## src/rtl/corexy_pkg.sv

```systemverilog
// Shared types for the CoreXY move sequencer: FSM states, step word layout
// and the queued move record.
package corexy_pkg;

  localparam int STEP_W  = 32;
  localparam int DIR_BIT = 31;

  typedef enum logic [2:0] {
    S_IDLE,
    S_LOAD,
    S_START,
    S_WAIT_RUN,
    S_RUN,
    S_RELEASE,
    S_HALT
  } state_t;

  typedef struct packed {
    logic [STEP_W-1:0] steps_1;
    logic [STEP_W-1:0] speed_1;
    logic [STEP_W-1:0] steps_2;
    logic [STEP_W-1:0] speed_2;
  } move_t;

  // True when the count field of a step word (direction bit excluded) is zero.
  function automatic logic count_is_zero(input logic [DIR_BIT-1:0] count_field);
    return (count_field == '0);
  endfunction

endpackage

```

## src/rtl/move_fifo.sv

```systemverilog
// Move queue: power-of-two FIFO of move records with synchronous flush.
// count_nxt is exported so the owner can register flags that depend on it.
module move_fifo
  import corexy_pkg::*;
#(
  parameter int DEPTH = 4
) (
  input  logic                     clk,
  input  logic                     rst_n,
  input  logic                     push,
  input  logic                     pop,
  input  logic                     flush,
  input  move_t                    push_data,
  output move_t                    head,
  output logic [$clog2(DEPTH):0]   count,
  output logic [$clog2(DEPTH):0]   count_nxt,
  output logic                     empty
);

  localparam int PTR_W = $clog2(DEPTH);
  localparam int CNT_W = PTR_W + 1;

  logic [PTR_W-1:0] wr_ptr;
  logic [PTR_W-1:0] rd_ptr;
  move_t            mem [DEPTH];

  always_comb begin
    count_nxt = count;
    if (flush) begin
      count_nxt = '0;
    end else begin
      case ({push, pop})
        2'b10:   count_nxt = count + CNT_W'(1);
        2'b01:   count_nxt = count - CNT_W'(1);
        default: count_nxt = count;
      endcase
    end
  end

  // Pointers wrap naturally because DEPTH is a power of two.
  always_ff @(posedge clk or negedge rst_n) begin
    if (!rst_n) begin
      wr_ptr <= '0;
      rd_ptr <= '0;
      count  <= '0;
    end else begin
      count <= count_nxt;
      if (flush) begin
        wr_ptr <= '0;
        rd_ptr <= '0;
      end else begin
        if (push) wr_ptr <= wr_ptr + PTR_W'(1);
        if (pop)  rd_ptr <= rd_ptr + PTR_W'(1);
      end
    end
  end

  always_ff @(posedge clk) begin
    if (push && !flush) mem[wr_ptr] <= push_data;
  end

  assign head  = mem[rd_ptr];
  assign empty = (count == '0);

endmodule

```

## src/rtl/corexy_move_sequencer.sv

```systemverilog
// Feeds queued CoreXY moves to a two-axis pulse generator, handles start
// timeout, endstop stops with residual capture, abort and fault recovery.
module corexy_move_sequencer
  import corexy_pkg::*;
#(
  parameter int DEPTH         = 4,
  parameter int START_TIMEOUT = 3
) (
  input  logic                   clk,
  input  logic                   rst_n,
  input  logic                   cmd_valid,
  output logic                   cmd_ready,
  input  logic [31:0]            cmd_steps_1,
  input  logic [31:0]            cmd_speed_1,
  input  logic [31:0]            cmd_steps_2,
  input  logic [31:0]            cmd_speed_2,
  input  logic                   abort,
  input  logic                   clear_fault,
  output logic [31:0]            stepper_step_in_1,
  output logic [31:0]            stepper_step_in_2,
  output logic [31:0]            stepper_speed_1,
  output logic [31:0]            stepper_speed_2,
  output logic                   start_driving,
  input  logic                   steppers_driving,
  input  logic [31:0]            stepper_step_out_1,
  input  logic [31:0]            stepper_step_out_2,
  output logic                   busy,
  output logic [$clog2(DEPTH):0] queue_count,
  output logic                   move_done,
  output logic                   fault,
  output logic [31:0]            residual_1,
  output logic [31:0]            residual_2
);

  localparam int CNT_W = $clog2(DEPTH) + 1;
  localparam int TMR_W = (START_TIMEOUT > 1) ? $clog2(START_TIMEOUT) : 1;

  state_t           state;
  state_t           state_nxt;
  logic [TMR_W-1:0] timer;
  logic             push;
  logic             pop;
  logic             flush;
  logic             load;
  logic             done;
  logic             latch_res;
  logic             empty;
  logic [CNT_W-1:0] count_nxt;
  move_t            head;
  move_t            cmd_move;

  // Command handshake: a move transfers on every clk edge where
  // cmd_valid && cmd_ready; cmd_ready is registered and never looks at
  // cmd_valid. abort on the same edge wins and the offered move is dropped.
  assign push     = cmd_valid && cmd_ready && !abort;
  assign cmd_move = {cmd_steps_1, cmd_speed_1, cmd_steps_2, cmd_speed_2};

  move_fifo #(
    .DEPTH (DEPTH)
  ) u_fifo (
    .clk       (clk),
    .rst_n     (rst_n),
    .push      (push),
    .pop       (pop),
    .flush     (flush),
    .push_data (cmd_move),
    .head      (head),
    .count     (queue_count),
    .count_nxt (count_nxt),
    .empty     (empty)
  );

  always_comb begin
    state_nxt = state;
    pop       = 1'b0;
    flush     = 1'b0;
    load      = 1'b0;
    done      = 1'b0;
    latch_res = 1'b0;
    if (abort && state != S_HALT) begin
      flush = 1'b1;
      if (state != S_IDLE) begin
        latch_res = 1'b1;
        state_nxt = S_HALT;
      end
    end else begin
      case (state)
        S_IDLE: begin
          if (!empty) state_nxt = S_LOAD;
        end
        S_LOAD: begin
          pop  = 1'b1;
          load = 1'b1;
          // A move with nothing to step on either axis never wakes the generator.
          if (count_is_zero(head.steps_1[DIR_BIT-1:0]) &&
              count_is_zero(head.steps_2[DIR_BIT-1:0])) begin
            done      = 1'b1;
            state_nxt = S_RELEASE;
          end else begin
            state_nxt = S_START;
          end
        end
        S_START: begin
          state_nxt = S_WAIT_RUN;
        end
        S_WAIT_RUN: begin
          if (steppers_driving) begin
            state_nxt = S_RUN;
          end else if (timer == TMR_W'(START_TIMEOUT - 1)) begin
            done      = 1'b1;
            state_nxt = S_RELEASE;
          end
        end
        S_RUN: begin
          if (!steppers_driving) begin
            if (count_is_zero(stepper_step_out_1[DIR_BIT-1:0]) &&
                count_is_zero(stepper_step_out_2[DIR_BIT-1:0])) begin
              done      = 1'b1;
              state_nxt = S_RELEASE;
            end else begin
              // Stopped short: an endstop fired, keep what was left.
              latch_res = 1'b1;
              flush     = 1'b1;
              state_nxt = S_HALT;
            end
          end
        end
        S_RELEASE: begin
          state_nxt = empty ? S_IDLE : S_LOAD;
        end
        S_HALT: begin
          if (clear_fault) state_nxt = S_IDLE;
        end
        default: begin
          state_nxt = S_IDLE;
        end
      endcase
    end
  end

  // Every output is decoded from the next state so it changes on the same
  // edge as the state register.
  always_ff @(posedge clk or negedge rst_n) begin
    if (!rst_n) begin
      state             <= S_IDLE;
      timer             <= '0;
      start_driving     <= 1'b0;
      busy              <= 1'b0;
      fault             <= 1'b0;
      move_done         <= 1'b0;
      cmd_ready         <= 1'b1;
      stepper_step_in_1 <= '0;
      stepper_step_in_2 <= '0;
      stepper_speed_1   <= '0;
      stepper_speed_2   <= '0;
      residual_1        <= '0;
      residual_2        <= '0;
    end else begin
      state         <= state_nxt;
      timer         <= (state == S_WAIT_RUN) ? timer + TMR_W'(1) : '0;
      start_driving <= (state_nxt == S_START) || (state_nxt == S_WAIT_RUN) ||
                       (state_nxt == S_RUN);
      busy          <= (state_nxt != S_IDLE);
      fault         <= (state_nxt == S_HALT);
      move_done     <= done;
      cmd_ready     <= (state_nxt != S_HALT) && (count_nxt != CNT_W'(DEPTH));
      if (load) begin
        stepper_step_in_1 <= head.steps_1;
        stepper_speed_1   <= head.speed_1;
        stepper_step_in_2 <= head.steps_2;
        stepper_speed_2   <= head.speed_2;
      end
      if (latch_res) begin
        residual_1 <= stepper_step_out_1;
        residual_2 <= stepper_step_out_2;
      end
    end
  end

endmodule

```

## config.mk

```make
export PLATFORM = sky130hd
export DESIGN_NAME = corexy_move_sequencer
export DESIGN_NICKNAME = d
export VERILOG_FILES = /design/src/rtl/corexy_pkg.sv /design/src/rtl/move_fifo.sv /design/src/rtl/corexy_move_sequencer.sv
export SDC_FILE = /design/constraint.sdc
export NUM_CORES = 1
export LEC_CHECK = 0
export CORE_UTILIZATION = 54
export DETAILED_ROUTE_END_ITERATION = 7
export HOLD_SLACK_MARGIN = 0.02
export PLACE_DENSITY = 0.78
export SYNTH_ARGS = -nofsm -noshare
export SYNTH_HDL_FRONTEND = slang
export SYNTH_SLANG_ARGS = --single-unit
```

## constraint.sdc

```tcl
create_clock -name clk -period 6.4 [get_ports clk]
set_input_delay 1.28 -clock clk [delete_from_list [all_inputs] [get_ports clk]]
set_output_delay 1.28 -clock clk [all_outputs]
set_load 0.02 [all_outputs]
```

==> run_results.csv <==
group,metric,value,unit
layout,final_cell_area,34000,µm²
clock_tree,post_cts_buffers,0,
grt,grt_pass1_wl,87400,µm
worst_setup_path,critPathMaxStageDelay,0.64,ns
flow_run,cap_viol_max_count,0,
placed_design,portBuffers,397,
worst_setup_path,cp-end-kind,"flip-flop",
routing,vias_per_cell,5.69,
routing,drtIter0Drc,1027,
timing,finalHoldViolations,0,
synth,synth.avg_cell_area,21.9,µm²
timing,fmax,0.229,GHz
timing,drv_slew,0,
worst_setup_path,critPathBufInv,2,
worst_setup_path,worstSetupPathType,"in -> reg",
die,fp.dieArea,50500,µm²
placed_design,routabilityCongestion,0.770,
power_and_ir_drop,p_leak,11.7,nW
grt,grt_use_total,23.7,%
worst_setup_path,cp.required,6.66,ns
synth,synth_cell_type_count,44,
status,outcome,"finished, final reports clean",
timing,final.min_clock_period,4.37,ns
synth,yosysSeqAreaShare,76.9,%
routing,num_vias,13600,
layout,layout-drive-gt1-share,22.6,%
worst_setup_path,cp-start-kind,"primary input",
power_and_ir_drop,ir_worst_vdd,0.252,mV
clock_tree,h-tree-depth,3,
clock_tree,holdBufCountCts,0,
timing,period_share,68.3,%
die,dieHeight,225,µm
clock_tree,cts-buffers-inserted,72,
placed_design,hpwl,36700,µm
worst_setup_path,crit_path_frequent_cell,"nor2_1",
power_and_ir_drop,powerDensity,419,nW/µm²
timing,setup_tns,0,ns
grt,overflow,0,
timing,max_slew.worst_pin.slew,1.11,ns
clock_tree,cts_max_path_buffers,3,
synth,syn_nets,1431,
worst_setup_path,critPathSlowestCell,"and2_4",
routing,wirelength,58700,µm
worst_setup_path,cp_top_family,"simple AND/OR/NAND/NOR gates",
synth,syn-instance-count,1226,
clock_tree,cts_root_buf,"clkbuf_16",
clock_tree,cts_resized,0,
timing,setup_viol_count_final,0,
worst_setup_path,cp_cell_sequence,"clkdlybuf4s50_1, nor4_1, nand4_1, nor4_2, nor2_1, nor2_1, and2_4, buf_4",
hold_path,hp-class,"reg -> reg",
grt,antenna_found_initial,11,
placed_design,place_area,31600,µm²
timing,max-slew-margin-rel,26.2,%
grt,grt_max_degree,114,
clock_tree,cts_tree,"yes",
die,start_util,54.7,%
layout,nNetsFinal,1868,
grt,first_global_vias,14100,
synth,ys_seq_elements,721,
routing,avgRoutedWirePerCell,24.6,µm
synth,netlist_area,26800,µm²
die,dieWidth,225,µm
clock_tree,insertion_delay,0.61,ns
worst_setup_path,crit_fanout,39,
routing,first_pass_iters,5,
die,num_rows,81,
worst_setup_path,crit_arrival,4.64,ns
clock_tree,path_clk_slew,0.06,ns
timing,final.setup_skew,0.0232,ns
layout,area_growth,26.7,%
die,ios,398,
routing,antenna_left,0,
synth,yosysWarningCount,0,
timing,rsz0062_at_grt,"no",
clock_tree,clock_sinks,721,
die,coreArea,49000,µm²
routing,remaining_drc_errors,0,
## worst paths after layout
kind	from	to	slack, ns	depth (start not counted)
worst min register to register	timer[0]	timer[0]	0.42	1
min in group asynchronous	rst_n	stepper_step_in_1[1]	0.68	1
worst max register to register	u_fifo.rd_ptr[1]	move_done	2.68	7
worst min-delay path	timer[0]	timer[0]	0.42	1
worst max-delay path	stepper_step_out_1[11]	u_fifo.mem[1][51]	2.03	8
max in group asynchronous	rst_n	stepper_speed_2[21]	4.46	2
## per-stage QoR
stage / util, % / hold slack (ns) / cells / power, mW / worst slack [ns]
global placement: 64.6 / 0.413 / 2253 / 10.1 / 1.35
global route: 69.3 / 0.438 / 2386 / 14.8 / 1.77
floorplan: - / 0.403 / 1226 / 8.34 / 0.519
detailed placement: 64.6 / 0.418 / 2253 / 10.2 / 1.30
finish: 69.4 / 0.425 / 2389 / 14.2 / 2.03
CTS: 69.3 / 0.426 / 2385 / 14.4 / 1.92
## where the power goes
group          total (mW)  internal [mW]  switching (mW)
Sequential           6.37           5.90           0.475
Clock                4.12           2.43            1.69
Combinational        3.74           1.91            1.84
Total                14.2           10.2            4.00
## flip-flops by register name, indices dropped and copies added (netlist names)
name               cells
busy                   1
cmd_ready              1
fault                  1
move_done              1
residual_1            32
residual_2            32
start_driving          1
state                  3
stepper_speed_1       32
stepper_speed_2       32
stepper_step_in_1     32
stepper_step_in_2     32
timer                  2
u_fifo.count           3
u_fifo.mem           512
u_fifo.rd_ptr          2
u_fifo.wr_ptr          2
## layout by cell type, fill, tap and decap left out, types with 4 or more instances in the layout
cell type / netlist / final
nor4_1: 31 / 31
inv_1: 4 / 4
mux2_2: 134 / 134
clkbuf_16: 0 / 76
ha_1: 6 / 6
nor2_1: 17 / 16
clkbuf_1: 18 / 25
nand4_1: 8 / 8
buf_4: 8 / 9
bufinv_16: 0 / 5
o21ai_0: 5 / 5
dfrtp_1: 208 / 206
clkbuf_8: 0 / 4
clkinv_1: 0 / 11
clkdlybuf4s50_1: 0 / 396
nand2_1: 9 / 9
nor2b_1: 4 / 4
edfxtp_1: 512 / 512
mux4_2: 128 / 128
and2_4: 0 / 4
clkinv_2: 0 / 6
mux2_1: 60 / 60
diode_2: 0 / 4
buf_12: 0 / 10
## cell usage after synthesis
library cell / instances / area (µm²)
edfxtp_1: 512 / 15400
dfrtp_1: 208 / 5200
mux2_2: 134 / 1510
mux4_2: 128 / 2880
mux2_1: 60 / 676
nor4_1: 31 / 194
buf_2: 19 / 95.1
clkbuf_1: 18 / 67.6
nor2_1: 17 / 63.8
nand2_1: 9 / 33.8
buf_4: 8 / 60.1
nand4_1: 8 / 50.1
and2_1: 6 / 37.5
ha_1: 6 / 75.1
buf_1: 5 / 18.8
o21ai_0: 5 / 25.0
inv_1: 4 / 15.0
nor2b_1: 4 / 25.0
a21oi_1: 3 / 15.0
buf_6: 3 / 33.8
nor3_1: 3 / 15.0
nor3b_1: 3 / 22.5
o21ai_1: 3 / 15.0
xnor2_1: 3 / 26.3
a31oi_1: 2 / 12.5
mux2i_1: 2 / 20.0
nand3b_1: 2 / 15.0
o211ai_1: 2 / 15.0
o22ai_1: 2 / 12.5
xor2_1: 2 / 17.5
a211oi_1: 1 / 7.51
a22o_1: 1 / 8.76
and3_1: 1 / 6.26
dfstp_2: 1 / 26.3
fa_1: 1 / 20.0
nand3_1: 1 / 5.00
nand4b_1: 1 / 8.76
nor4_2: 1 / 12.5
nor4_4: 1 / 21.3
o21a_1: 1 / 7.51
o22ai_2: 1 / 12.5
o31ai_1: 1 / 7.51
o32a_1: 1 / 10.0
or3_1: 1 / 6.26
## worst reg2reg max path: stages, from the launching register on
cell and delay [ns]:
dfrtp_4 0.93, buf_12 0.55, mux4_2 0.47, nor4_1 0.49, nand4_1 0.42, nor4_4 0.47, nand2_1 0.15, o211ai_1 0.15
## cells by family (layout without fill, tap and decap cells)
kind of cell	after synthesis	count (layout)	synth area share, %
fa+ha+maj	7	7	0.355
other cells	0	4	0
xor+xnor	5	5	0.164
compound gates	23	23	0.556
simple gates	89	89	1.93
flops	721	721	76.9
buf+inv	57	552	1.08
mux	324	324	19.0
## layout make-up
| cell class | count | area (µm²) |
|---|---|---|
| well taps | 664 | 831 |
| diodes | 4 | 10.0 |
| multi-input cells | 448 | 5920 |
| inverters | 4 | 15.0 |
| flip-flops and latches | 721 | 20600 |
| repair buffers | 416 | 4250 |
| fillers | 3048 | 15000 |
| clock buffers | 105 | 2050 |
| clock inverters | 27 | 270 |
## metal layers
metal,vias up,routed length [µm],track usage (%)
li1,5864,-,-
met1,7081,23400,31.2
met2,552,29400,38.5
met3,78,4730,6.71
met4,12,1090,7.44
met5,-,81,0
No activity file was read; power rests on OpenSTA's default activity.
